--- src/rtl/sram_like_arbiter_pkg.sv ---
// Shared types for the SRAM-like two-into-one arbiter: source IDs, the
// request bundle that gets muxed onto the memory port, and counter helpers.
package sram_like_arbiter_pkg;

  localparam int unsigned ADDR_W = 32;
  localparam int unsigned DATA_W = 32;
  localparam int unsigned SIZE_W = 2;
  localparam int unsigned STRB_W = 4;

  typedef enum logic {
    SRC_INST = 1'b0,
    SRC_DATA = 1'b1
  } src_e;

  typedef struct packed {
    logic              wr;
    logic [SIZE_W-1:0] size;
    logic [STRB_W-1:0] wstrb;
    logic [ADDR_W-1:0] addr;
    logic [DATA_W-1:0] wdata;
  } sram_req_t;

  function automatic int unsigned sat_inc(input int unsigned cnt, input int unsigned limit);
    return (cnt >= limit) ? limit : cnt + 32'd1;
  endfunction

endpackage

--- src/rtl/sram_src_fifo.sv ---
// In-order 1-bit source-ID FIFO; pointers carry an extra wrap bit so that
// full and empty are distinguished without a separate counter.
module sram_src_fifo #(
  parameter int unsigned DEPTH = 4
) (
  input  logic clk,
  input  logic reset,
  input  logic push,
  input  logic din,
  input  logic pop,
  output logic dout,
  output logic full,
  output logic empty
);

  localparam int unsigned AW = $clog2(DEPTH);

  logic [DEPTH-1:0] mem_r;
  logic [AW:0]      wptr_r;
  logic [AW:0]      rptr_r;
  logic             push_ok_s;
  logic             pop_ok_s;

  assign full      = (wptr_r[AW] != rptr_r[AW]) && (wptr_r[AW-1:0] == rptr_r[AW-1:0]);
  assign empty     = (wptr_r == rptr_r);
  assign dout      = mem_r[rptr_r[AW-1:0]];
  assign push_ok_s = push & ~full;
  assign pop_ok_s  = pop & ~empty;

  // Storage and pointer update; a pop while full frees its slot only next cycle.
  always_ff @(posedge clk) begin
    if (reset) begin
      mem_r  <= '0;
      wptr_r <= '0;
      rptr_r <= '0;
    end else begin
      if (push_ok_s) begin
        mem_r[wptr_r[AW-1:0]] <= din;
        wptr_r                <= wptr_r + (AW+1)'(1);
      end
      if (pop_ok_s) begin
        rptr_r <= rptr_r + (AW+1)'(1);
      end
    end
  end

endmodule

--- src/rtl/sram_like_arbiter.sv ---
// Merges the instruction and data SRAM-like ports onto one memory port and
// steers each data_ok/rdata back to the source of the oldest outstanding access.
module sram_like_arbiter
  import sram_like_arbiter_pkg::*;
#(
  parameter int unsigned MAX_OUTSTANDING = 4,
  parameter int unsigned STARVE_LIMIT    = 4
) (
  input  logic              clk,
  input  logic              reset,
  input  logic              inst_sram_req,
  input  logic              inst_sram_wr,
  input  logic [SIZE_W-1:0] inst_sram_size,
  input  logic [STRB_W-1:0] inst_sram_wstrb,
  input  logic [ADDR_W-1:0] inst_sram_addr,
  input  logic [DATA_W-1:0] inst_sram_wdata,
  output logic              inst_sram_addr_ok,
  output logic              inst_sram_data_ok,
  output logic [DATA_W-1:0] inst_sram_rdata,
  input  logic              data_sram_req,
  input  logic              data_sram_wr,
  input  logic [SIZE_W-1:0] data_sram_size,
  input  logic [STRB_W-1:0] data_sram_wstrb,
  input  logic [ADDR_W-1:0] data_sram_addr,
  input  logic [DATA_W-1:0] data_sram_wdata,
  output logic              data_sram_addr_ok,
  output logic              data_sram_data_ok,
  output logic [DATA_W-1:0] data_sram_rdata,
  output logic              mem_req,
  output logic              mem_wr,
  output logic [SIZE_W-1:0] mem_size,
  output logic [STRB_W-1:0] mem_wstrb,
  output logic [ADDR_W-1:0] mem_addr,
  output logic [DATA_W-1:0] mem_wdata,
  input  logic              mem_addr_ok,
  input  logic              mem_data_ok,
  input  logic [DATA_W-1:0] mem_rdata
);

  localparam int unsigned STARVE_W = $clog2(STARVE_LIMIT + 1);

  src_e                grant_s;
  src_e                lock_src_r;
  src_e                head_src_s;
  logic                lock_valid_r;
  logic [STARVE_W-1:0] starve_cnt_r;
  sram_req_t           inst_req_s;
  sram_req_t           data_req_s;
  sram_req_t           sel_req_s;
  logic                sel_valid_s;
  logic                accept_s;
  logic                pop_s;
  logic                fifo_full_s;
  logic                fifo_empty_s;
  logic                fifo_dout_s;

  assign inst_req_s = '{wr: inst_sram_wr, size: inst_sram_size, wstrb: inst_sram_wstrb,
                        addr: inst_sram_addr, wdata: inst_sram_wdata};
  assign data_req_s = '{wr: data_sram_wr, size: data_sram_size, wstrb: data_sram_wstrb,
                        addr: data_sram_addr, wdata: data_sram_wdata};

  // Grant: a pending lock wins, then a starved inst request, then data over inst.
  always_comb begin
    grant_s = SRC_INST;
    if (lock_valid_r) begin
      grant_s = lock_src_r;
    end else if ((starve_cnt_r == STARVE_W'(STARVE_LIMIT)) && inst_sram_req) begin
      grant_s = SRC_INST;
    end else if (data_sram_req) begin
      grant_s = SRC_DATA;
    end else begin
      grant_s = SRC_INST;
    end
  end

  // Route the granted requester onto the memory side.
  always_comb begin
    sel_valid_s = 1'b0;
    sel_req_s   = '0;
    case (grant_s)
      SRC_INST: begin
        sel_valid_s = inst_sram_req;
        sel_req_s   = inst_req_s;
      end
      SRC_DATA: begin
        sel_valid_s = data_sram_req;
        sel_req_s   = data_req_s;
      end
      default: begin
        sel_valid_s = 1'b0;
        sel_req_s   = '0;
      end
    endcase
  end

  assign mem_req   = sel_valid_s & ~fifo_full_s & ~reset;
  assign mem_wr    = sel_req_s.wr;
  assign mem_size  = sel_req_s.size;
  assign mem_wstrb = sel_req_s.wstrb;
  assign mem_addr  = sel_req_s.addr;
  assign mem_wdata = sel_req_s.wdata;

  assign accept_s          = mem_req & mem_addr_ok;
  assign inst_sram_addr_ok = accept_s & (grant_s == SRC_INST);
  assign data_sram_addr_ok = accept_s & (grant_s == SRC_DATA);

  // A data_ok with nothing outstanding is dropped here rather than misrouted.
  assign pop_s             = mem_data_ok & ~fifo_empty_s & ~reset;
  assign head_src_s        = src_e'(fifo_dout_s);
  assign inst_sram_data_ok = pop_s & (head_src_s == SRC_INST);
  assign data_sram_data_ok = pop_s & (head_src_s == SRC_DATA);
  assign inst_sram_rdata   = mem_rdata;
  assign data_sram_rdata   = mem_rdata;

  sram_src_fifo #(
    .DEPTH (MAX_OUTSTANDING)
  ) u_fifo (
    .clk   (clk),
    .reset (reset),
    .push  (accept_s),
    .din   (grant_s),
    .pop   (pop_s),
    .dout  (fifo_dout_s),
    .full  (fifo_full_s),
    .empty (fifo_empty_s)
  );

  // Grant lock and starvation counter.
  always_ff @(posedge clk) begin
    if (reset) begin
      lock_valid_r <= 1'b0;
      lock_src_r   <= SRC_INST;
      starve_cnt_r <= '0;
    end else begin
      lock_valid_r <= mem_req & ~mem_addr_ok;
      lock_src_r   <= grant_s;
      if (accept_s) begin
        if ((grant_s == SRC_DATA) && inst_sram_req) begin
          starve_cnt_r <= STARVE_W'(sat_inc(32'(starve_cnt_r), STARVE_LIMIT));
        end else begin
          starve_cnt_r <= '0;
        end
      end
    end
  end

endmodule
--- config.mk ---
export PLATFORM = sky130hd
export DESIGN_NAME = sram_like_arbiter
export DESIGN_NICKNAME = d
export VERILOG_FILES = /design/src/rtl/sram_like_arbiter_pkg.sv /design/src/rtl/sram_src_fifo.sv /design/src/rtl/sram_like_arbiter.sv
export SDC_FILE = /design/constraint.sdc
export NUM_CORES = 1
export LEC_CHECK = 0
export BUFFER_PORTS_ARGS = -buffer_cell sky130_fd_sc_hd__buf_2
export CAP_MARGIN = 10
export CORE_AREA = 10 10 115 117
export DETAILED_ROUTE_END_ITERATION = 8
export DIE_AREA = 0 0 125 127
export PLACE_DENSITY_LB_ADDON = 0.2
export SLEW_MARGIN = 25
export SYNTH_ARGS = -nofsm -noshare
export SYNTH_HDL_FRONTEND = slang
export SYNTH_SLANG_ARGS = --single-unit
--- constraint.sdc ---
create_clock -name clk -period 2.1 [get_ports clk]
set_input_delay 0.21 -clock clk [delete_from_list [all_inputs] [get_ports clk]]
set_output_delay 0.21 -clock clk [all_outputs]
set_load 0.02 [all_outputs]
Yosys cells after proc, flatten, opt, wreduce, memory -nomap -nowiden
Cells that the tools add are included.
- bits in registers: 15
- input bits: 180
- output and inout port bits: 140
- add/subtract/negate cells: 3
- magnitude comparators: 4
- equal/unequal tests: 4
- multiplexer cells: 12
- bitwise operators: 18
- reduce and logical (&&, ||, !) cells: 4
- operators with widths (operator ; number):
    case mux 71 bit (2 select lines) ; 1
    bitwise AND 1 bit ; 12
    adder 3 x 1 -> 3 bit (second input constant) ; 3
    < comparator 2 x 3 -> 1 bit (second input constant) ; 2
    2-to-1 mux 3 bit ; 2
    inverter 1 bit ; 6
    2-to-1 mux 1 bit ; 5
    bitwise mux 4 bit ; 1
    logical AND 1 bit ; 4
    == test 3 bit ; 1
    == test 3 bit (second input constant) ; 1
    >= comparator 3 bit (second input constant) ; 1
    binary-select mux 1 bit (select 2 bit) ; 1
    demux 1 bit (select 2 bit) ; 1
    == test 2 bit ; 1
    >= comparator 2 x 1 -> 1 bit (second input constant) ; 1
    case mux 1 bit (2 select lines) ; 1
    inequality test 1 bit ; 1

Logic depth before layout (Yosys ltp)
Gate-level depths: netlist of run 1.
- depth after elaboration: 10
- mapped depth: 7
- gate-level depth less buffers: 6

Cells and area by module
A second synthesis of run 1 with hierarchy kept.
- cell total of the unflattened synthesis: 254
- area total of the unflattened synthesis: 2301.0 µm²
- by module, submodules not included (module ; instances ; cells each ; area each (µm²)):
    sram_like_arbiter ; 1 ; 187 ; 1649.1
    sram_src_fifo ; 1 ; 67 ; 651.9

Worst setup path after synthesis of run 1
No wires, ideal clock.
- kind: reg2out
- from: register starve_cnt_r[0]
- to: output data_sram_addr_ok
- arrival: 1.576 ns
- path slack: 0.314 ns
- stages on the path, launching flop included: 8
- path buffers: 2
- cell sequence: dfxtp_1 > inv_1 > ha_1 > nand3_1 > a21oi_2 > buf_4 > buf_4 > nor3_1
- longest elaborated chain between the ends: 10
- ends and longest elaborated chain (what ; line ; source):
    from (decl) ; sram_like_arbiter.sv:46 ; logic [STARVE_W-1:0] starve_cnt_r;
    from (signal assigned) ; sram_like_arbiter.sv:139 ; starve_cnt_r <= STARVE_W'(sat_inc(32'(starve_cnt_r), STARVE_LIMIT));
    == test 3 bit * ; sram_like_arbiter.sv:67 ; end else if ((starve_cnt_r == STARVE_W'(STARVE_LIMIT)) && inst_sram_req) begin
    logical AND 1 bit * ; sram_like_arbiter.sv:67 ;
    2-to-1 mux 1 bit * ; sram_like_arbiter.sv:67 ;
    2-to-1 mux 1 bit * ; sram_like_arbiter.sv:65 ; if (lock_valid_r) begin
    inverter 1 bit ; sram_like_arbiter.sv:80 ; case (grant_s)
    case mux 1 bit (2 select lines) ; sram_like_arbiter.sv:80 ;
    bitwise AND 1 bit (2 in series) ; sram_like_arbiter.sv:96 ; assign mem_req = sel_valid_s & ~fifo_full_s & ~reset;
    bitwise AND 1 bit ; sram_like_arbiter.sv:103 ; assign accept_s = mem_req & mem_addr_ok;
    bitwise AND 1 bit * ; sram_like_arbiter.sv:105 ; assign data_sram_addr_ok = accept_s & (grant_s == SRC_DATA);
    to (decl) ; sram_like_arbiter.sv:26 ; output logic data_sram_addr_ok,
Every way passes the cells marked *; elsewhere a longest branch is shown, timed or not.

Final worst setup path of run 1
- from: register starve_cnt_r[0]
- to: output mem_wstrb[2]
- longest elaborated chain between the ends: 6
- ends and longest elaborated chain (what ; line ; source):
    == test 3 bit * ; sram_like_arbiter.sv:67 ;
    logical AND 1 bit * ; sram_like_arbiter.sv:67 ;
    2-to-1 mux 1 bit * ; sram_like_arbiter.sv:67 ;
    2-to-1 mux 1 bit * ; sram_like_arbiter.sv:65 ;
    inverter 1 bit ; sram_like_arbiter.sv:80 ;
    case mux 71 bit (2 select lines) * ; sram_like_arbiter.sv:80 ;
    to (decl) ; sram_like_arbiter.sv:32 ; output logic [STRB_W-1:0] mem_wstrb,
Marked as above.

==> results of run 1 <==
-- logic make-up (layout without fill, tap and decap cells) --
logic type	Yosys count	after routing	share of synthesized area [%]
mux	75	75	39.11
compound gates	26	26	8.691
flops	15	15	13.72
fa+ha+maj	7	7	4.002
xor+xnor	7	7	2.802
simple gates	23	23	5.603
buf+inv	82	252	26.07
-- layout make-up --
type                    count  share of cell area, %
well taps                 143                  4.907
repair buffers            242                  43.21
inverters                   6                 0.6177
multi-input cells         138                  40.80
clock buffers               4                  2.162
flip-flops and latches     15                  8.305
-- layer usage --
layer	vias to the layer above	part of all wire [%]	GRT usage [%]
met1	1074	40	17.33
met3	15	12	6.286
met2	179	46	21.17
li1	1114	-	-
met5	-	0	0
met4	0	1.4	3.320
-- report_power, final --
part	switching (mW)	internal, mW	total (mW)
clock network	0.115	0.257	0.372
registers	0.0138	0.296	0.309
logic	0.482	0.509	0.991
total	0.610	1.06	1.67
-- path summary, 6_finish.rpt --
check,from,end,slack [ns],depth (start not counted)
max,starve_cnt_r[0],mem_wstrb[2],-0.008,9
min,mem_addr_ok,lock_valid_r,0.29,3
max reg2reg,starve_cnt_r[0],starve_cnt_r[2],0.33,11
min reg2reg,u_fifo.wptr_r[2],u_fifo.wptr_r[2],0.49,1
-- cell usage after synthesis (2+ instances only) --
master / number
a21oi_1: 4
a311oi_1: 4
a31oi_1: 6
and2_1: 2
buf_2: 6
buf_4: 68
clkbuf_1: 2
dfxtp_1: 15
ha_1: 7
inv_1: 6
mux2_1: 3
mux2_2: 68
mux2i_1: 3
nand2b_1: 2
nand3_1: 5
nand4_1: 2
nor2_1: 6
nor3_1: 2
o21ai_0: 4
xnor2_1: 2
xor2_1: 5
-- repair_timing --
item,CTS,global route
gates cloned,4,2
resized for setup,49,53
hold endpoints to repair,0,0
buffers inserted,6,4
endpoints found under the setup margin,71,61
pin swaps,1,2
-- registers in the layout, indices dropped and copies added (netlist names) --
name           cells
lock_src_r         1
lock_valid_r       1
starve_cnt_r       3
u_fifo.mem_r       4
u_fifo.rptr_r      3
u_fifo.wptr_r      3
-- cell usage in the layout (no fill, tap or decap), types with 2 or more instances in the layout --
| cell | netlist | final |
|---|---|---|
| clkbuf_16 | 0 | 5 |
| and2_1 | 2 | 2 |
| nor3_1 | 2 | 2 |
| ha_1 | 7 | 6 |
| xor2_1 | 5 | 5 |
| nor2_1 | 6 | 6 |
| a311oi_1 | 4 | 4 |
| nand4_1 | 2 | 2 |
| buf_12 | 0 | 3 |
| mux2_2 | 68 | 35 |
| mux2i_1 | 3 | 3 |
| xnor2_1 | 2 | 2 |
| buf_16 | 0 | 4 |
| buf_6 | 0 | 27 |
| buf_4 | 68 | 8 |
| buf_2 | 6 | 198 |
| inv_1 | 6 | 4 |
| o21ai_0 | 4 | 4 |
| a31oi_1 | 6 | 6 |
| mux2_4 | 0 | 36 |
| dfxtp_2 | 0 | 2 |
| dfxtp_1 | 15 | 13 |
| nand2b_1 | 2 | 2 |
| a21oi_1 | 4 | 4 |
| inv_2 | 0 | 2 |
| nand3_1 | 5 | 4 |
-- worst max-delay path: cells and delay by family (launching register included) --
family                     cells  cell delay, ns
muxes                          1            0.30
buffers and inverters          5            0.64
AOI/OAI and AO/OA              1            0.19
and+or+nand+nor                1            0.07
adders and majority gates      1            0.13
DFF                            1            0.32
==> flow_metrics.tcl, run 1 <==
set metrics [dict create \
    place_area_mm2 0.002998 \
    required_ns 1.89 \
    grt_max_degree 36 \
    drtPass1Iterations 4 \
    cp_common_cell "buf_6" \
    initial_core_util_pct 19.67 \
    coreArea_mm2 0.01113 \
    drtIter0Drc 76 \
    violations "negative setup slack" \
    dp_slack_ns 0.1149 \
    ys_seq_area_share_pct 13.72 \
    fp.dieH_um 127 \
    synth_largest_area_cell "mux2_2" \
    h-tree-depth 1 \
    grt_pass1_vias 2405 \
    clk_latency_ns 0.24 \
    grt-ovfl-total 0 \
    maxCapViolations 0 \
    avgViaCountPerCell 4.347 \
    synth.area.top_cells "mux2_2, buf_4, dfxtp_1, ha_1, xor2_1" \
    finalHoldViolCount 0 \
    cp_max_fo 5 \
    seq_area_um2 302.8 \
    rsz0062_at_grt "true" \
    drt_wl_total_um 12810 \
    synth-seq-cells 15 \
    synth_edf_count 0 \
    grt_pass1_wl_um 16900 \
    drv_slew 0 \
    clk_pin_slew_ns 0.05 \
    period_minus_slack_ns 2.108 \
    slowest_delay_ns 0.32 \
    max_slew.worst_pin.slew_ns 0.4538 \
    hpwl_um 10560 \
    dp_cells 529 \
    drc 0 \
    ys_warn_count 0 \
    whs_ns 0.2947 \
    fin_worst_skew_ns 0.002015 \
    dieWidth_um 125 \
    cts_tree "built" \
    critPathLaunchType "flop" \
    final_util_pct 32.77 \
    place.port_buffers 223 \
    status "complete, but fails checks" \
    synthCells 235 \
    multiInputGateArea_mm2 0.001488 \
    synth_top_area_share_pct 34.99 \
    fillers 1182 \
    arrival_ns 1.90 \
    async_flop_share_pct 0 \
    finalNonFillerCells 548 \
    gp_congestion 0.8716 \
    path_cells "inv_2 -> ha_4 -> nand3_4 -> a21oi_4 -> buf_6 -> buf_12 -> clkbuf_16 -> mux2_4 -> buf_6" \
    ioPinCount 320 \
    antenna_found_initial 0 \
    p_total_mw 1.672 \
    fin_ws_ns -0.007824 \
    dr_total_vias 2382 \
    synth_flop_cell "dfxtp_1" \
    areaGrowthSynthToFinish_pct 66.61 \
    crit_path_end_kind "primary output" \
    relSlewSlack_pct 69.36 \
    finalInstanceArea_mm2 0.003646 \
    ir_worst_vdd_mv 0.2269 \
    power_leakage_nw 1.920 \
    crit_slowest_cell "dfxtp_2" \
    dieArea_mm2 0.01588 \
    hp-class "input pin to flop" \
    fin_nets 593 \
    cts_root_buf "clkbuf_16" \
    setup_viol 5 \
    cts_buffers 3 \
    setup-tns-final_ns -0.02746 \
    track_usage_pct 13.82 \
    netlist_area_mm2 0.002188 \
    wire_per_inst_um 23.38 \
    antenna_cells 0 \
    fmax_ghz 0.4744 \
    hold_buffers 0 \
    powerDensity_mw_per_mm2 458.6 \
    syn_avg_cell_area_um2 9.312 \
    clock_sinks 15 \
    postRouteAntennaNets 0 \
    placementRows 39 \
    synth_cell_type_count 34 \
    post-route-period-util_pct 100.4 \
    syn-num-nets 422 \
    critical_path_class "flop to primary output" \
    drive_gt1_share_pct 80.99 \
    clock_path_buffers 2 \
]
No activity file was read; power rests on OpenSTA's default activity.
==> run 2, diff against run 1 <==
CORE_AREA = 2 2 123 125   (was 10 10 115 117)
==> flow_metrics.tcl, run 2 (synthesized netlist as in run 1, its figures left out) <==
set metrics [dict create \
    coreArea_mm2 0.01442 \
    cts_tree "built" \
    setup_viol 25 \
    largest_reg_flops 4 \
    whs_path_depth 3 \
    grt_pass1_wl_um 16600 \
    required_ns 1.89 \
    critPathLaunchType "flop" \
    cp_max_fo 9 \
    crit_path_end_kind "primary output" \
    avgViaCountPerCell 4.170 \
    period_minus_slack_ns 2.127 \
    cts_buffers 3 \
    fin_ws_ns -0.02682 \
    post-route-period-util_pct 101.3 \
    antenna_found_initial 1 \
    grt_pass1_vias 2457 \
    fin_nets 587 \
    min_from "inst_sram_req" \
    ioPinCount 320 \
    wire_per_inst_um 22.49 \
    fillers 1561 \
    clk_latency_ns 0.25 \
    dp_slack_ns 0.1414 \
    antenna_cells 0 \
    hold_buffers 0 \
    dieWidth_um 125 \
    status "complete, but fails checks" \
    ir_worst_vdd_mv 0.1894 \
    layout_common_cells "buf_2, buf_6, mux2_4" \
    placementRows 44 \
    clock_sinks 15 \
    h-tree-depth 1 \
    relSlewSlack_pct 70.65 \
    maxCapViolations 0 \
    dp_cells 571 \
    power_leakage_nw 2.011 \
    finalNonFillerCells 583 \
    areaGrowthSynthToFinish_pct 77.13 \
    crit_slowest_cell "mux2_2" \
    fin_worst_skew_ns 0.001499 \
    r2r-end "u_fifo.mem_r[2]" \
    reg2reg_depth 4 \
    cts_root_buf "clkbuf_16" \
    layout_commonest_cell "buf_2" \
    drt_wl_total_um 13110 \
    drive_gt1_share_pct 80.45 \
    gp_congestion 0.9414 \
    worst-r2r-setup-slack_ns 0.59 \
    track_usage_pct 14.23 \
    hp-class "input pin to flop" \
    p_total_mw 1.777 \
    powerDensity_mw_per_mm2 458.4 \
    max_slew.worst_pin.slew_ns 0.4348 \
    path_cells "inv_2 -> ha_4 -> nand3_4 -> a21oi_4 -> buf_12 -> clkbuf_16 -> mux2_2 -> buf_2" \
    fmax_ghz 0.4702 \
    rr_startpoint "u_fifo.rptr_r[0]" \
    hpwl_um 10510 \
    slowest_delay_ns 0.34 \
    initial_core_util_pct 15.17 \
    drc 0 \
    dr_total_vias 2431 \
    postRouteAntennaNets 0 \
    drv_slew 0 \
    grt_max_degree 20 \
    grt-ovfl-total 0 \
    clock_path_buffers 2 \
    violations "negative setup slack" \
    critical_path_class "flop to primary output" \
    drtIter0Drc 127 \
    rsz0062_at_grt "true" \
    fp.dieH_um 127 \
    place.port_buffers 223 \
    arrival_ns 1.92 \
    top_register "u_fifo.mem_r" \
    clk_pin_slew_ns 0.05 \
    dieArea_mm2 0.01588 \
    min_to "starve_cnt_r[2]" \
    drtPass1Iterations 4 \
    finalHoldViolCount 0 \
]
run 2: worst max path at each step:
stage / cells after the start / from / to / slack (ns)
floorplan: 7 / starve_cnt_r[0] / data_sram_addr_ok / 0.31
global placement: 7 / starve_cnt_r[0] / mem_wdata[6] / 0.14
detailed placement: 7 / starve_cnt_r[0] / mem_wdata[5] / 0.14
CTS: 8 / starve_cnt_r[0] / mem_wdata[28] / -0.08
global route: 8 / starve_cnt_r[0] / mem_addr[4] / -0.09
finish: 8 / starve_cnt_r[1] / mem_wdata[21] / -0.03
run 2: layout make-up:
type | count | area, um^2 | area share [%]
clock buffer | 3 | 75.07 | 1.937
inverter | 6 | 22.52 | 0.5810
sequential | 15 | 302.8 | 7.811
timing repair buffer | 236 | 1707 | 44.03
clock inverter | 1 | 5.005 | 0.1291
multi-input combinational | 138 | 1534 | 39.57
tap | 184 | 230.2 | 5.939
run 2: power breakdown:
group / internal, mW / total, mW / switching [mW]
Combinational: 0.574 / 1.09 / 0.512
Sequential: 0.295 / 0.309 / 0.0137
Clock: 0.255 / 0.382 / 0.127
run 2: timing repair:
| item | 4_1_cts | 5_1_grt |
|---|---|---|
| setup endpoints to repair | 71 | 71 |
| gates resized for setup | 64 | 109 |
| buffers inserted | 2 | 0 |
| pin swaps | 1 | 2 |
| gates cloned | 2 | 4 |
run 2: critical path, delay by kind of cell (launching register included):
family / cells / cell delay (ns)
buffers and inverters: 4 / 0.58
muxes: 1 / 0.34
DFF: 1 / 0.33
AOI/OAI and AO/OA: 1 / 0.20
adders and majority gates: 1 / 0.14
and+or+nand+nor: 1 / 0.08
run 2: through the flow:
| step | hold WS [ns] | setup TNS [ns] | instance area [um^2] | util, % |
|---|---|---|---|---|
| floorplan | 0.3692 | 0 | 2188 | - |
| global placement | 0.4202 | 0 | 3057 | 21.19 |
| detailed placement | 0.4202 | 0 | 3057 | 21.19 |
| CTS | 0.2757 | -1.912 | 3412 | 23.66 |
| global route | 0.3090 | -3.721 | 3876 | 26.87 |
| finish | 0.2855 | -0.3284 | 3876 | 26.87 |
run 2: layer usage:
metal	GRT usage [%]	wire [um]	vias to the layer above
met5	0	13	-
met4	5.425	475	2
met3	5.695	1300	38
met2	19.76	5449	163
met1	19.62	5874	1127
li1	-	-	1101
